**config.mk**
```make
export PLATFORM = sky130hd
export DESIGN_NAME = psum_normalizer_flat
export DESIGN_NICKNAME = d
export VERILOG_FILES = /design/src/rtl/psum_normalizer_pkg.sv /design/src/rtl/psum_normalizer_if.sv /design/src/rtl/psum_normalizer_lane_div.sv /design/src/rtl/psum_normalizer.sv /design/src/flat_wrapper.sv
export SDC_FILE = /design/constraint.sdc
export NUM_CORES = 1
export LEC_CHECK = 0
export ABC_AREA = 0
export CAP_MARGIN = 10
export CORE_MARGIN = 1.5
export CORE_UTILIZATION = 53
export CTS_CLUSTER_DIAMETER = 50
export DETAILED_ROUTE_END_ITERATION = 7
export HOLD_SLACK_MARGIN = 0.1
export PLACE_DENSITY = 0.8
export SLEW_MARGIN = 15
export SYNTH_ARGS = -nofsm -noshare
export SYNTH_HDL_FRONTEND = slang
export SYNTH_HIERARCHICAL = 1
export SYNTH_SLANG_ARGS = --single-unit
```
**constraint.sdc**
```tcl
create_clock -name clk -period 4.5 [get_ports clk]
set_clock_uncertainty 0.15 [all_clocks]
set_input_delay 0.45 -clock clk [delete_from_list [all_inputs] [get_ports clk]]
set_output_delay 0.45 -clock clk [all_outputs]
set_load 0.05 [all_outputs]
```
**src/rtl/psum_normalizer_pkg.sv**
```systemverilog
// psum_norm_pkg: shared definitions for the psum normalizer.
//   lw_of / frac_of / sat_max_of : width and constant derivations from the
//                                  block parameters
//   state_t                      : controller states
//   SAT_MAX                      : saturation magnitude for the default obw
package psum_norm_pkg;

    // Lane width carries 4 guard bits above the base psum width.
    function automatic int lw_of(input int bw_psum);
        return bw_psum + 4;
    endfunction

    // One output bit is the sign; the rest are quotient fraction bits.
    function automatic int frac_of(input int obw);
        return obw - 1;
    endfunction

    // Symmetric saturation: -2^(obw-1) is never produced.
    function automatic int sat_max_of(input int obw);
        return (1 << (obw - 1)) - 1;
    endfunction

    localparam int OBW_DEFAULT = 8;
    localparam int SAT_MAX     = sat_max_of(OBW_DEFAULT);

    typedef enum logic [1:0] {IDLE, LOAD, DIV, DONE} state_t;

endpackage

```
**src/rtl/psum_normalizer_if.sv**
```systemverilog
// psum_normalizer_if: vector-in / vector-out handshake bundle.
//   in_valid/in_ready   : input vector handshake
//   psum_in             : col signed lanes, LW bits each, lane 0 in the LSBs
//   sum_in              : unsigned normalizing sum
//   out_valid/out_ready : result handshake
//   norm_out            : col signed lanes, obw bits each, lane 0 in the LSBs
//   div0                : the captured sum was zero
// master = upstream/consumer side, slave = the normalizer.
interface psum_normalizer_if
    import psum_norm_pkg::*;
#(
    parameter int col     = 8,
    parameter int bw_psum = 12,
    parameter int obw     = 8
);
    localparam int LW = lw_of(bw_psum);

    logic                 in_valid;
    logic                 in_ready;
    logic [LW*col-1:0]    psum_in;
    logic [LW-1:0]        sum_in;
    logic                 out_valid;
    logic                 out_ready;
    logic [obw*col-1:0]   norm_out;
    logic                 div0;

    modport master (
        output in_valid, psum_in, sum_in, out_ready,
        input  in_ready, out_valid, norm_out, div0
    );

    modport slave (
        input  in_valid, psum_in, sum_in, out_ready,
        output in_ready, out_valid, norm_out, div0
    );

endinterface

```
**src/rtl/psum_normalizer_lane_div.sv**
```systemverilog
// norm_lane_div: one combinational step of a restoring divider.
//   rem_in  : partial remainder (LW+2 bits)
//   sum     : divisor
//   q_in    : quotient so far
//   rem_out : remainder after shift / conditional subtract
//   q_out   : quotient with the new bit shifted in at the LSB
// The controller keeps rem_in < sum for every lane that is not saturated,
// so the shifted remainder never needs the bit that falls off the top.
module norm_lane_div #(
    parameter int LW = 16,
    parameter int QW = 7
) (
    input  logic [LW+1:0] rem_in,
    input  logic [LW-1:0] sum,
    input  logic [QW-1:0] q_in,
    output logic [LW+1:0] rem_out,
    output logic [QW-1:0] q_out
);
    logic [LW+1:0] shifted;
    logic [LW+1:0] sum_x;
    logic [LW+1:0] diff;
    logic          ge;

    assign shifted = rem_in << 1;
    assign sum_x   = {2'b00, sum};
    assign diff    = shifted - sum_x;
    assign ge      = (shifted >= sum_x);

    assign rem_out = ge ? diff : shifted;
    assign q_out   = (q_in << 1) | QW'(ge);

endmodule

```
**src/rtl/psum_normalizer.sv**
```systemverilog
// psum_normalizer: per-lane psum / sum normalization to signed fixed point.
//   clk, reset : clock, synchronous active-high reset
//   bus        : psum_normalizer_if slave (vector in, normalized vector out)
// One shared restoring divider walks the lanes in order. Each lane costs a
// LOAD cycle (magnitude, sign, saturation detect) plus FRAC DIV cycles, so a
// vector takes col*(FRAC+1) cycles regardless of data.
module psum_normalizer
    import psum_norm_pkg::*;
#(
    parameter int col     = 8,
    parameter int bw_psum = 12,
    parameter int obw     = 8
) (
    input  logic              clk,
    input  logic              reset,
    psum_normalizer_if.slave  bus
);
    localparam int LW     = lw_of(bw_psum);
    localparam int FRAC   = frac_of(obw);
    localparam int RW     = LW + 2;
    localparam int LANE_W = (col  > 1) ? $clog2(col)  : 1;
    localparam int STEP_W = (FRAC > 1) ? $clog2(FRAC) : 1;

    state_t                       state, state_nxt;
    logic [col-1:0][LW-1:0]       psum_r;
    logic [LW-1:0]                sum_r;
    logic                         div0_r;
    logic [LANE_W-1:0]            lane;
    logic [STEP_W-1:0]            step;
    logic [RW-1:0]                rem, rem_nxt;
    logic [FRAC-1:0]              q, q_nxt;
    logic                         neg_r, sat_r;
    logic [col-1:0][obw-1:0]      norm_r;

    logic [LW:0]                  p_ext, mag;
    logic                         step_last, lane_last;
    logic [obw-1:0]               q_ext, sat_pos, res;

    // Sign-extend one bit before negating so the most negative lane value
    // yields its true magnitude.
    assign p_ext     = {psum_r[lane][LW-1], psum_r[lane]};
    assign mag       = p_ext[LW] ? (~p_ext + 1'b1) : p_ext;
    assign step_last = (step == STEP_W'(FRAC - 1));
    assign lane_last = (lane == LANE_W'(col - 1));

    norm_lane_div #(.LW(LW), .QW(FRAC)) u_div (
        .rem_in  (rem),
        .sum     (sum_r),
        .q_in    (q),
        .rem_out (rem_nxt),
        .q_out   (q_nxt)
    );

    assign q_ext   = {1'b0, q_nxt};
    assign sat_pos = obw'(sat_max_of(obw));

    // Lane result from the final divider step; div0 dominates saturation.
    always_comb begin
        res = '0;
        if (!div0_r) begin
            if (sat_r) res = neg_r ? -sat_pos : sat_pos;
            else       res = neg_r ? -q_ext   : q_ext;
        end
    end

    always_ff @(posedge clk) begin
        if (reset) state <= IDLE;
        else       state <= state_nxt;
    end

    always_comb begin
        state_nxt = state;
        case (state)
            IDLE: if (bus.in_valid) state_nxt = LOAD;
            LOAD: state_nxt = DIV;
            DIV:  if (step_last) state_nxt = lane_last ? DONE : LOAD;
            DONE: if (bus.out_ready) state_nxt = IDLE;
            default: state_nxt = IDLE;
        endcase
    end

    always_ff @(posedge clk) begin
        if (reset) begin
            psum_r <= '0;
            sum_r  <= '0;
            div0_r <= 1'b0;
            lane   <= '0;
            step   <= '0;
            rem    <= '0;
            q      <= '0;
            neg_r  <= 1'b0;
            sat_r  <= 1'b0;
            norm_r <= '0;
        end else begin
            case (state)
                IDLE: begin
                    if (bus.in_valid) begin
                        psum_r <= bus.psum_in;
                        sum_r  <= bus.sum_in;
                        div0_r <= (bus.sum_in == '0);
                        lane   <= '0;
                    end
                end
                LOAD: begin
                    rem   <= RW'(mag);
                    q     <= '0;
                    step  <= '0;
                    neg_r <= p_ext[LW];
                    sat_r <= (mag >= {1'b0, sum_r});
                end
                DIV: begin
                    rem  <= rem_nxt;
                    q    <= q_nxt;
                    step <= step + 1'b1;
                    if (step_last) begin
                        norm_r[lane] <= res;
                        if (!lane_last) lane <= lane + 1'b1;
                    end
                end
                default: ;
            endcase
        end
    end

    assign bus.in_ready  = (state == IDLE);
    assign bus.out_valid = (state == DONE);
    assign bus.norm_out  = norm_r;
    assign bus.div0      = div0_r;

endmodule

```
**src/flat_wrapper.sv**
```systemverilog
// flat-port wrapper written by rule: the top's interface ports become plain ports
module psum_normalizer_flat import psum_norm_pkg::*;
#(
    parameter int col     = 8,
    parameter int bw_psum = 12,
    parameter int obw     = 8
)
  (clk, reset, bus_in_valid, bus_psum_in, bus_sum_in, bus_out_ready, bus_in_ready, bus_out_valid, bus_norm_out, bus_div0);
  psum_normalizer_if #(.col(col), .bw_psum(bw_psum), .obw(obw)) bus_i ();
  input  logic clk;
  input  logic reset;
  input wire logic [$bits(bus_i.in_valid)-1:0] bus_in_valid;
  input wire logic [$bits(bus_i.psum_in)-1:0] bus_psum_in;
  input wire logic [$bits(bus_i.sum_in)-1:0] bus_sum_in;
  input wire logic [$bits(bus_i.out_ready)-1:0] bus_out_ready;
  output wire logic [$bits(bus_i.in_ready)-1:0] bus_in_ready;
  output wire logic [$bits(bus_i.out_valid)-1:0] bus_out_valid;
  output wire logic [$bits(bus_i.norm_out)-1:0] bus_norm_out;
  output wire logic [$bits(bus_i.div0)-1:0] bus_div0;
  assign bus_i.in_valid = bus_in_valid;
  assign bus_i.psum_in = bus_psum_in;
  assign bus_i.sum_in = bus_sum_in;
  assign bus_i.out_ready = bus_out_ready;
  assign bus_in_ready = bus_i.in_ready;
  assign bus_out_valid = bus_i.out_valid;
  assign bus_norm_out = bus_i.norm_out;
  assign bus_div0 = bus_i.div0;
  psum_normalizer #(.col(col), .bw_psum(bw_psum), .obw(obw)) u_core (.clk(clk), .reset(reset), .bus(bus_i));
endmodule
```
After elaboration in Yosys (flattened, before gate mapping)
Index checks and enable logic that the tools add are counted.
- register bits after elaboration: 242
- input bits: 148
- output and inout port bits: 67
- equality and inequality tests: 9
- add/subtract/negate cells: 5
- order comparisons: 4
- mux-type cells: 23
- reductions and logical operators: 9
- bitwise operators: 2
- operator list (cell ; count):
    bitwise mux 64 bit ; 1
    binary-select mux 16 bit (select 3 bit) ; 1
    two-way mux 8 bit ; 5
    two-way mux 17 bit ; 2
    one-hot mux 17 bit (2 select lines) ; 1
    demux 8 bit (select 3 bit) ; 1
    greater-or-equal comparator 18 x 16 -> 1 bit ; 1
    adder 17 x 1 -> 17 bit, second input constant ; 1
    greater-or-equal comparator 17 x 16 -> 1 bit ; 1
    NOT 17 bit ; 1
    subtractor 17 x 16 -> 17 bit ; 1
    zero test 16 bit ; 1
    two-way mux 16 bit ; 1
    one-hot mux 3 bit (2 select lines) ; 2
    one-hot mux 6 bit (2 select lines) ; 1
    two-way mux 3 bit ; 3
    two-way mux 2 bit ; 4
    negator 7 -> 8 bit ; 1
    one-hot mux 2 bit (4 select lines) ; 1
    OR 7 x 1 -> 7 bit ; 1
    adder 3 x 1 -> 3 bit, second input constant ; 2
    equality test 3 bit, second input constant ; 2
    inequality test 2 bit, second input constant ; 3
    equality test 2 bit, second input constant ; 2
    10 further kinds ; 12

Depth between registers and ports, before layout
Gate-level depths: netlist (run 1).
- depth after elaboration: 7
- gate-level depth with buffers: 19

By module
The synthesis (run 1) kept the hierarchy.
- by module, submodules not included (module ; instances ; area an instance (um2) ; cells an instance):
    psum_normalizer ; 1 ; 10772.8 ; 1263
    norm_lane_div ; 1 ; 1159.9 ; 167

Least setup slack after synthesis (run 1)
OpenSTA, ideal clock, no wires.
- path type: flip-flop to flip-flop
- from: register u_core.sum_r[13]
- to: register u_core.norm_r, in the netlist u_core/bus.norm_out[29]
- required time: 4284 ps
- path slack: 846 ps
- data arrival time: 3439 ps
- clock period less this slack: 3654 ps
- stages on the path, launching flop included: 18
- cell sequence: dfxtp_1 inv_1 ha_1 clkbuf_1 a21oi_1 nor2b_1 o21a_1 a211oi_2 nand2_4 buf_2 buf_4 or3_1 or3_1 mux2i_1 o22a_1 nor2_1 mux2i_1 nor2_1
- cells in the longest elaborated chain, start to end: 7
- ends and longest elaborated chain (element ; line ; RTL):
    start, declared ; psum_normalizer.sv:26 ; logic [LW-1:0] sum_r;
    start signal, assigned ; psum_normalizer.sv:99 ; sum_r <= bus.sum_in;
    greater-or-equal comparator 18 x 16 -> 1 bit ; psum_normalizer_lane_div.sv:27 ; assign ge = (shifted >= sum_x);
    named net u_core.u_div.ge ; psum_normalizer_lane_div.sv:22 ; logic ge;
    OR 7 x 1 -> 7 bit ; psum_normalizer_lane_div.sv:30 ; assign q_out = (q_in << 1) | QW'(ge);
    named net u_core.q_nxt[0] ; psum_normalizer.sv:31 ; logic [FRAC-1:0] q, q_nxt;
    negator 7 -> 8 bit ; psum_normalizer.sv:62 ; else res = neg_r ? -q_ext : q_ext;
    two-way mux 8 bit ; psum_normalizer.sv:62 ;
    two-way mux 8 bit ; psum_normalizer.sv:61 ; if (sat_r) res = neg_r ? -sat_pos : sat_pos;
    two-way mux 8 bit ; psum_normalizer.sv:60 ; if (!div0_r) begin
    bitwise mux 64 bit ; psum_normalizer.sv:116 ; norm_r[lane] <= res;
    end signal, assigned by index ; psum_normalizer.sv:116 ;
    end, declared ; psum_normalizer.sv:33 ; logic [col-1:0][obw-1:0] norm_r;
The timed path passes the listed nets, and every way through them passes these cells.
A chain may end at the register's enable or synchronous reset.

Worst setup path after layout (run 1)
- from: register u_core.lane[0]
- to: register u_core.sat_r
- cells in the longest elaborated chain, start to end: 6
- ends and longest elaborated chain (element ; line ; RTL):
    start, declared ; psum_normalizer.sv:28 ; logic [LANE_W-1:0] lane;
    start signal, assigned ; psum_normalizer.sv:117 ; if (!lane_last) lane <= lane + 1'b1;
    binary-select mux 16 bit (select 3 bit) * ; psum_normalizer.sv:41 ; assign p_ext = {psum_r[lane][LW-1], psum_r[lane]};
    two-way mux 16 bit (not written as such) * ; psum_normalizer.sv:41 ;
    NOT 17 bit ; psum_normalizer.sv:42 ; assign mag = p_ext[LW] ? (~p_ext + 1'b1) : p_ext;
    adder 17 x 1 -> 17 bit ; psum_normalizer.sv:42 ;
    two-way mux 17 bit * ; psum_normalizer.sv:42 ;
    greater-or-equal comparator 17 x 16 -> 1 bit * ; psum_normalizer.sv:109 ; sat_r <= (mag >= {1'b0, sum_r});
    end signal, assigned ; psum_normalizer.sv:109 ;
    end, declared ; psum_normalizer.sv:32 ; logic neg_r, sat_r;
Every way passes the cells marked *; elsewhere a longest branch is shown, timed or not. The select of a mux whose other input is x is not followed.

==> reports/qor.csv, run 1 <==
metric,value,unit
status,finished clean,
worstPathRequired,4.78,ns
multi_input_area,6380,sq um
p_leak,5.65,nW
min_path_type,in2reg,
clk_pin_slew_worst_paths,0.06,ns
wl_per_cell,17.8,um
start_util,54.0,%
cts_resized,0,
ir_drop,0.376,mV
coreArea,21900,sq um
wl_met1,14100,um
syn2layout_area_growth,28.0,%
die_area,23200,sq um
ioPinCount,215,
grt_start_max_net_pins,95,
rsz0062_at_grt,false,
min_path_cells,2,
drive_gt1_share,7.98,%
min_period_over_period,91.0,%
firstDrtPassIters,5,
antenna_found_initial,1,
arrival,4.38,ns
max_slew_margin,32.8,%
max_cap_viol_count,0,
hold_violations,0,
dr_wl_met2,16200,um
holdBufCountCts,0,
wl_met3,2100,um
placement.io_buffers,214,
path_max_fanout,19,
cts_sinks,242,
cp-start-kind,flop,
dr_total_vias,10600,
cts.htree.levels,1,
grt_pass1_wl,53400,um
slew_viol_final,0,
cts_tree,yes,
gp_congestion,0.905,
syn_nets,1610,
via_per_inst,5.62,
period_minus_slack,4.10,ns
tightest_slew,1.00,ns
final_cell_mix,"nand2_1 (329), dfxtp_1 (240), clkdlybuf4s50_1 (213)",
postCtsSetupRepairBufs,0,
whs,0.195,ns
clk_latency,0.56,ns
fp.dieH,152,um
setup_viol,0,
cts.path.max_buffers,3,
regArea,4850,sq um
nets,1774,
setup_tns,0,ns
drc,0,
synthesis.area,11800,sq um
fillers,1696,
wirelength,33600,um
power.density,597,nW/um^2
drt_iter0_markers,821,
first_global_vias,10100,
grt.total_usage,28.3,%
fp.dieW,152,um
dp_hpwl,24000,um
gr-total-overflow,0,
numCtsBuffers,28,
synthCells,1419,
top_layer,met4,
worstRegToRegCells,13,
clockRootBuffer,clkbuf_16,
fp-row-count,54,
final_common_cell,nand2_1,
max_freq,244,MHz
yosys_warnings,6,
avgSynthCellArea,8.34,sq um
path_class,reg2reg,
postRouteAntennaNets,0,
end_kind,flop,
## metal layers
layer	vias up	global-route usage, %
met3	74	3.78
met4	0	9.89
met1	4993	37.0
met5	-	0
met2	365	48.1
li1	5164	-
## worst paths after layout
| check | slack, ns | start | endpoint |
|---|---|---|---|
| worst max-delay path | 0.40 | u_core/lane[0] | u_core/sat_r |
| worst min-delay path | 0.19 | reset | u_core/bus.norm_out[35] |
| worst max register to register | 0.40 | u_core/lane[0] | u_core/sat_r |
| worst min register to register | 0.30 | u_core/psum_r[28] | u_core/psum_r[28] |
## worst max-delay path, cell delays in order, from the launching register on
cell,delay [ns]
dfxtp_2,0.68
buf_4,0.29
mux4_2,0.55
mux2_2,0.33
or2_1,0.28
nor4b_2,0.31
a31oi_1,0.16
xnor2_1,0.24
ha_1,0.28
a21o_1,0.16
nand2_1,0.07
nand3b_1,0.10
nor4_1,0.26
a21oi_1,0.10
## sequential cells by signal, indices dropped and copies added (netlist names), 2 cells and up
signal and flops:
u_core/bus.norm_out 64, u_core/lane 3, u_core/psum_r 128, u_core/q 6, u_core/rem 17, u_core/state 2, u_core/step 3, u_core/sum_r 16
## cell type report
type | instances | area share, %
multi-input combinational | 1028 | 42.1
sequential | 242 | 32.0
timing repair buffer | 234 | 15.3
clock buffer | 34 | 5.17
tap | 280 | 2.31
clock inverter | 17 | 1.80
inverter | 49 | 1.21
antenna | 1 | 0.0165
## through the flow
stage               cells  setup WS (ns)  util [%]  total power, mW  area (sq um)
floorplan            1419          0.872         -             5.53         11800
global placement     1833          0.538      64.3             6.38         14100
detailed placement   1833          0.458      64.3             6.47         14100
CTS                  1884          0.409      69.1             8.99         15100
global route         1885         0.0328      69.2             9.57         15100
finish               1885          0.405      69.2             9.04         15100
## power breakdown
group | total (mW) | internal [mW] | switching, mW
Combinational | 3.82 | 1.52 | 2.30
Sequential | 2.71 | 2.44 | 0.263
Clock | 2.52 | 1.55 | 0.971
Power figures use the tool's default switching activity.
==> run 2: changes to the inputs <==
CORE_ASPECT_RATIO = 1.75   (was not set)
PLACE_DENSITY = 0.76   (was 0.8)
==> run 2 against run 1 <==
Effect of this change:
- worst hold slack better by 0.11 ns
- sequential share of layout area grew 0.50 points
- non-clock buffer count is 3 lower
- design area is 1.5% lower
- global-route usage is 0.94 points higher
- combinational power about the same
- flip-flop and latch count unchanged
- total power down 4.7%
- register-to-register slack improved by 0.08 ns
- clock power decreased by 17%
- largest cell class unchanged
- final cell count rose by 0.16%
==> reports/qor.csv, run 2 (synthesis gave the netlist of run 1 again) <==
metric,value,unit,change
p_leak,5.52,nW,was 5.65 nW
wirelength,33700,um,was 33600 um
cp-start-kind,flop,,unchanged
end_kind,flop,,unchanged
worst-path-buf-inv,1,,unchanged
numCtsBuffers,22,,was 28
cts_tree,yes,,unchanged
critPathTopFamily,simple AND/OR/NAND/NOR gates,,unchanged
syn2layout_area_growth,26.1,%,was 28.0%
fp.dieH,201,um,was 152 um
dp_hpwl,24800,um,was 24000 um
dpl_cell_area,14100,sq um,about the same
antenna_found_initial,2,,was 1
setup_tns,0,ns,unchanged
gr-total-overflow,0,,unchanged
drive_gt1_share,7.11,%,was 7.98%
dr_total_vias,10400,,was 10.6k
firstDrtPassIters,5,,unchanged
clk_latency,0.54,ns,was 0.56 ns
die_area,23300,sq um,was 23200 sq um
tightest_slew,1.01,ns,was 1.00 ns
regArea,4850,sq um,about the same
cts.path.max_buffers,3,,unchanged
power.density,578,nW/um^2,was 597 nW/um^2
ioPinCount,215,,unchanged
top_register,u_core/psum_r,,unchanged
setup_viol,0,,unchanged
grt_start_max_net_pins,128,,was 95
finalInstanceArea,14900,sq um,was 15100 sq um
postRouteAntennaNets,0,,unchanged
via_per_inst,5.52,,was 5.62
start_util,53.8,%,was 54.0%
ir_drop,0.349,mV,was 0.376 mV
drt_iter0_markers,651,,was 821
nets,1765,,was 1774
hold_violations,0,,unchanged
placement.io_buffers,214,,unchanged
max_freq,249,MHz,was 244 MHz
status,finished clean,,unchanged
worst_path_largest_cell_delay,0.57,ns,was 0.68 ns
worstPathRequired,4.75,ns,was 4.78 ns
critPathSlowestCell,dfxtp_2,,unchanged
postCtsSetupRepairBufs,0,,unchanged
crit_chain,buf_12 > mux4_2 > mux2i_1 > nand2_1 > nor2_1 > nor4b_2 > a31oi_1 > xnor2_1 > ha_1 > a21o_1 > nand2_1 > nand3b_1 > nor4_1 > a21oi_1,,was buf_4 > mux4_2 > mux2_2 > or2_1 > nor4b_2 > a31oi_1 > xnor2_1 > ha_1 > a21o_1 > nand2_1 > nand3b_1 > nor4_1 > a21oi_1
largest_register_ffs,128,,unchanged
grt.total_usage,29.3,%,was 28.3%
max_cap_viol_count,0,,unchanged
cts_sinks,242,,unchanged
cts_resized,0,,unchanged
path_common_cell,nand2_1,,
gp_congestion,0.885,,was 0.905
min_path_type,reg2reg,,was in2reg
arrival,4.27,ns,was 4.38 ns
wl_per_cell,17.9,um,was 17.8 um
slew_viol_final,0,,unchanged
final_common_cell,nand2_1,,unchanged
path_class,reg2reg,,unchanged
multi_input_area,6380,sq um,unchanged
min_period_over_period,89.3,%,was 91.0%
final_cell_mix,"nand2_1 (329), dfxtp_1 (239), clkdlybuf4s50_1 (213)",,"was nand2_1 (329), dfxtp_1 (240), clkdlybuf4s50_1 (213)"
cts.htree.levels,1,,unchanged
grt_pass1_wl,53200,um,was 53400 um
path_max_fanout,38,,was 19
coreArea,22000,sq um,was 21900 sq um
clk_pin_slew_worst_paths,0.07,ns,was 0.06 ns
fp.dieW,116,um,was 152 um
max_slew_margin,32.2,%,was 32.8%
fp-row-count,72,,was 54
rsz0062_at_grt,false,,unchanged
first_global_vias,10500,,was 10.1k
clockRootBuffer,clkbuf_16,,unchanged
fillers,1887,,was 1696
period_minus_slack,4.02,ns,was 4.10 ns
drc,0,,unchanged
holdBufCountCts,0,,unchanged
run 2: area by class of cell:
type	count	area share, %
clock buffers	27	4.02
well taps	296	2.48
repair buffers	231	15.5
multi-input cells	1028	42.8
clock inverters	13	1.43
diodes	2	0.0336
flip-flops and latches	242	32.5
inverters	49	1.23
run 2: final timing paths:
kind                      startpoint                  to  slack [ns]  depth (start not counted)
hold reg to reg   u_core/psum_r[108]  u_core/psum_r[108]        0.31                          2
hold / removal    u_core/psum_r[108]  u_core/psum_r[108]        0.31                          2
setup reg to reg      u_core/lane[0]        u_core/sat_r        0.48                         14
setup / recovery      u_core/lane[0]        u_core/sat_r        0.48                         14
run 2: tightest hold or removal path: stages (launching register included):
cell and delay (ns):
dfxtp_1 0.31, nand2_1 0.05, a21oi_1 0.05
run 2: routing by layer:
layer	GRT usage, %	wire [um]
met1	31.4	12300
met4	21.1	2760
met3	2.72	1110
met5	0	0
met2	52.1	17600
run 2: metrics by stage:
step                worst slack, ns  utilization, %  instances  power (mW)  hold WS, ns
detailed placement            0.496            64.1       1846        6.52        0.297
finish                        0.482            67.8       1888        8.62        0.307
CTS                           0.467            67.8       1886        8.62        0.302
floorplan                     0.872               -       1419        5.53        0.281
global placement              0.616            64.1       1846        6.46        0.290
global route                  0.124            67.8       1888        9.16        0.315
run 2: power breakdown:
part / internal (mW) / switching (mW)
Combinational: 1.54 / 2.29
Clock: 1.25 / 0.845
Sequential: 2.44 / 0.257
Total: 5.23 / 3.39
==> run 3: changes to the inputs <==
MAX_ROUTING_LAYER = met4   (was not set)
==> run 3 against run 2 <==
Effect of this change:
- design area fell by 0.23%
- global-route usage rose by 0.55 points
- non-clock buffer count rose by 3
- final cell count rose by 0.11%
- sequential share of layout area rose by 0.074 points
- via count rose by 0.85%
- flip-flop and latch count did not move
- sequential power barely moved
- worst hold slack got worse by 0.11 ns
- total power fell by 0.70%
- largest cell class unchanged
==> reports/qor.csv, run 3 (synthesis gave the netlist of run 1 again) <==
metric,value,unit,change
status,finished clean,,unchanged
cts.htree.levels,1,,unchanged
fp.dieW,116,um,unchanged
syn2layout_area_growth,25.8,%,was 26.1%
dp_slack,0.474,ns,was 0.496 ns
cts.path.max_buffers,3,,unchanged
clockRootBuffer,clkbuf_16,,unchanged
max_slew_margin,27.2,%,was 32.2%
p_sw_share,39.5,%,was 39.3%
wirelength,33900,um,was 33700 um
largest_register_ffs,128,,unchanged
final_common_cell,nand2_1,,unchanged
drive_gt1_share,7.22,%,was 7.11%
worst_slack,0.396,ns,was 0.482 ns
antenna_found_initial,2,,unchanged
gr-total-overflow,0,,unchanged
cp-start-kind,flop,,unchanged
arrival,4.34,ns,was 4.27 ns
top_register,u_core/psum_r,,unchanged
final_cell_mix,"nand2_1 (329), dfxtp_1 (239), clkdlybuf4s50_1 (213)",,unchanged
path_max_fanout,33,,was 38
min_path_type,in2reg,,was reg2reg
clk_pin_slew_worst_paths,0.07,ns,about the same
drt_iter0_markers,740,,was 651
slew_viol_final,0,,unchanged
pwr-share-clk,23.5,%,was 24.3%
start_util,53.8,%,unchanged
fp.dieH,201,um,unchanged
grt.total_usage,29.8,%,was 29.3%
firstDrtPassIters,5,,unchanged
cts_sinks,242,,unchanged
setup_tns,0,ns,unchanged
p_int,5.18,mW,was 5.23 mW
fp-row-count,72,,unchanged
ioPinCount,215,,unchanged
rsz0062_at_grt,false,,unchanged
clk_latency,0.53,ns,was 0.54 ns
drc,0,,unchanged
first_global_vias,10400,,was 10.5k
setup_viol,0,,unchanged
grt_start_max_net_pins,99,,was 128
wl_per_cell,18.0,um,was 17.9 um
worstPathRequired,4.73,ns,was 4.75 ns
path_class,reg2reg,,unchanged
die_area,23300,sq um,unchanged
tightest_slew,1.09,ns,was 1.01 ns
cts_resized,0,,unchanged
p_leak,5.52,nW,about the same
hold_violations,0,,unchanged
dp_cells,1849,,was 1846
seqPwrFrac,31.6,%,was 31.3%
max_freq,244,MHz,was 249 MHz
comb_power_share,44.8,%,was 44.4%
placement.io_buffers,214,,unchanged
coreArea,22000,sq um,unchanged
fin_cells,1890,,was 1888
dp_hpwl,25000,um,was 24800 um
cts_tree,yes,,unchanged
nets,1768,,was 1765
power.net_switching,3.38,mW,was 3.39 mW
power.density,575,nW/um^2,was 578 nW/um^2
postCtsSetupRepairBufs,0,,unchanged
min_period_over_period,91.2,%,was 89.3%
dr_total_vias,10500,,was 10.4k
holdBufCountCts,0,,unchanged
numCtsBuffers,22,,unchanged
via_per_inst,5.57,,was 5.52
grt_pass1_wl,52800,um,was 53200 um
max_cap_viol_count,0,,unchanged
ir_drop,0.370,mV,was 0.349 mV
period_minus_slack,4.10,ns,was 4.02 ns
gp_congestion,0.911,,was 0.885
end_kind,flop,,unchanged
postRouteAntennaNets,0,,unchanged
==> run 3: metal layers <==
metal | wire length [um] | vias to the layer above | GRT usage [%]
li1 | - | 5141 | -
met1 | 12300 | 4973 | 30.7
met2 | 18400 | 304 | 53.4
met3 | 1210 | 100 | 3.26
met4 | 2020 | 0 | 17.2
met5 | 0 | - | -
==> run 3: power groups by stage <==
stage / Combinational, mW / Sequential (mW) / Clock, mW
after floorplan: 2.92 / 2.61 / 0
after global placement: 3.74 / 2.74 / 0
after detailed placement: 3.79 / 2.75 / 0
after CTS: 3.82 / 2.70 / 2.04
after global routing: 4.24 / 2.73 / 2.11
final: 3.84 / 2.71 / 2.01
==> run 3: cell type report <==
type	count	area, sq um
inverter	49	184
timing repair buffer	234	2310
fill	1899	7100
multi-input combinational	1028	6380
clock buffer	28	613
sequential	242	4850
clock inverter	11	169
tap	296	370
antenna	2	5.00
==> run 3: final timing paths <==
path                     startpoint  depth (start not counted)  slack, ns                      to
hold reg to reg   u_core/psum_r[37]                          2       0.30       u_core/psum_r[37]
hold / removal                reset                          2       0.19  u_core/bus.norm_out[2]
setup / recovery     u_core/lane[0]                         14       0.40            u_core/sat_r
setup reg to reg     u_core/lane[0]                         14       0.40            u_core/sat_r
==> run 3: critical path: stages (launching register included) <==
cell and delay (ns):
dfxtp_2 0.64, buf_12 0.29, mux4_2 0.52, mux2i_1 0.27, nand2_1 0.09, nor2_1 0.24, nor4b_2 0.35, a31oi_1 0.15
xnor2_1 0.27, ha_1 0.29, a21o_1 0.16, nand2_1 0.06, nand3b_1 0.09, nor4_1 0.27, a21oi_1 0.10
==> run 3: metrics by stage <==
step / cell area [sq um] / util [%] / power, mW / hold WS (ns)
final: 14900 / 67.7 / 8.56 / 0.195
after global routing: 14900 / 67.7 / 9.08 / 0.213
after CTS: 14900 / 67.7 / 8.56 / 0.192
after detailed placement: 14100 / 64.1 / 6.54 / 0.296
after global placement: 14100 / 64.1 / 6.47 / 0.291
after floorplan: 11800 / - / 5.53 / 0.281
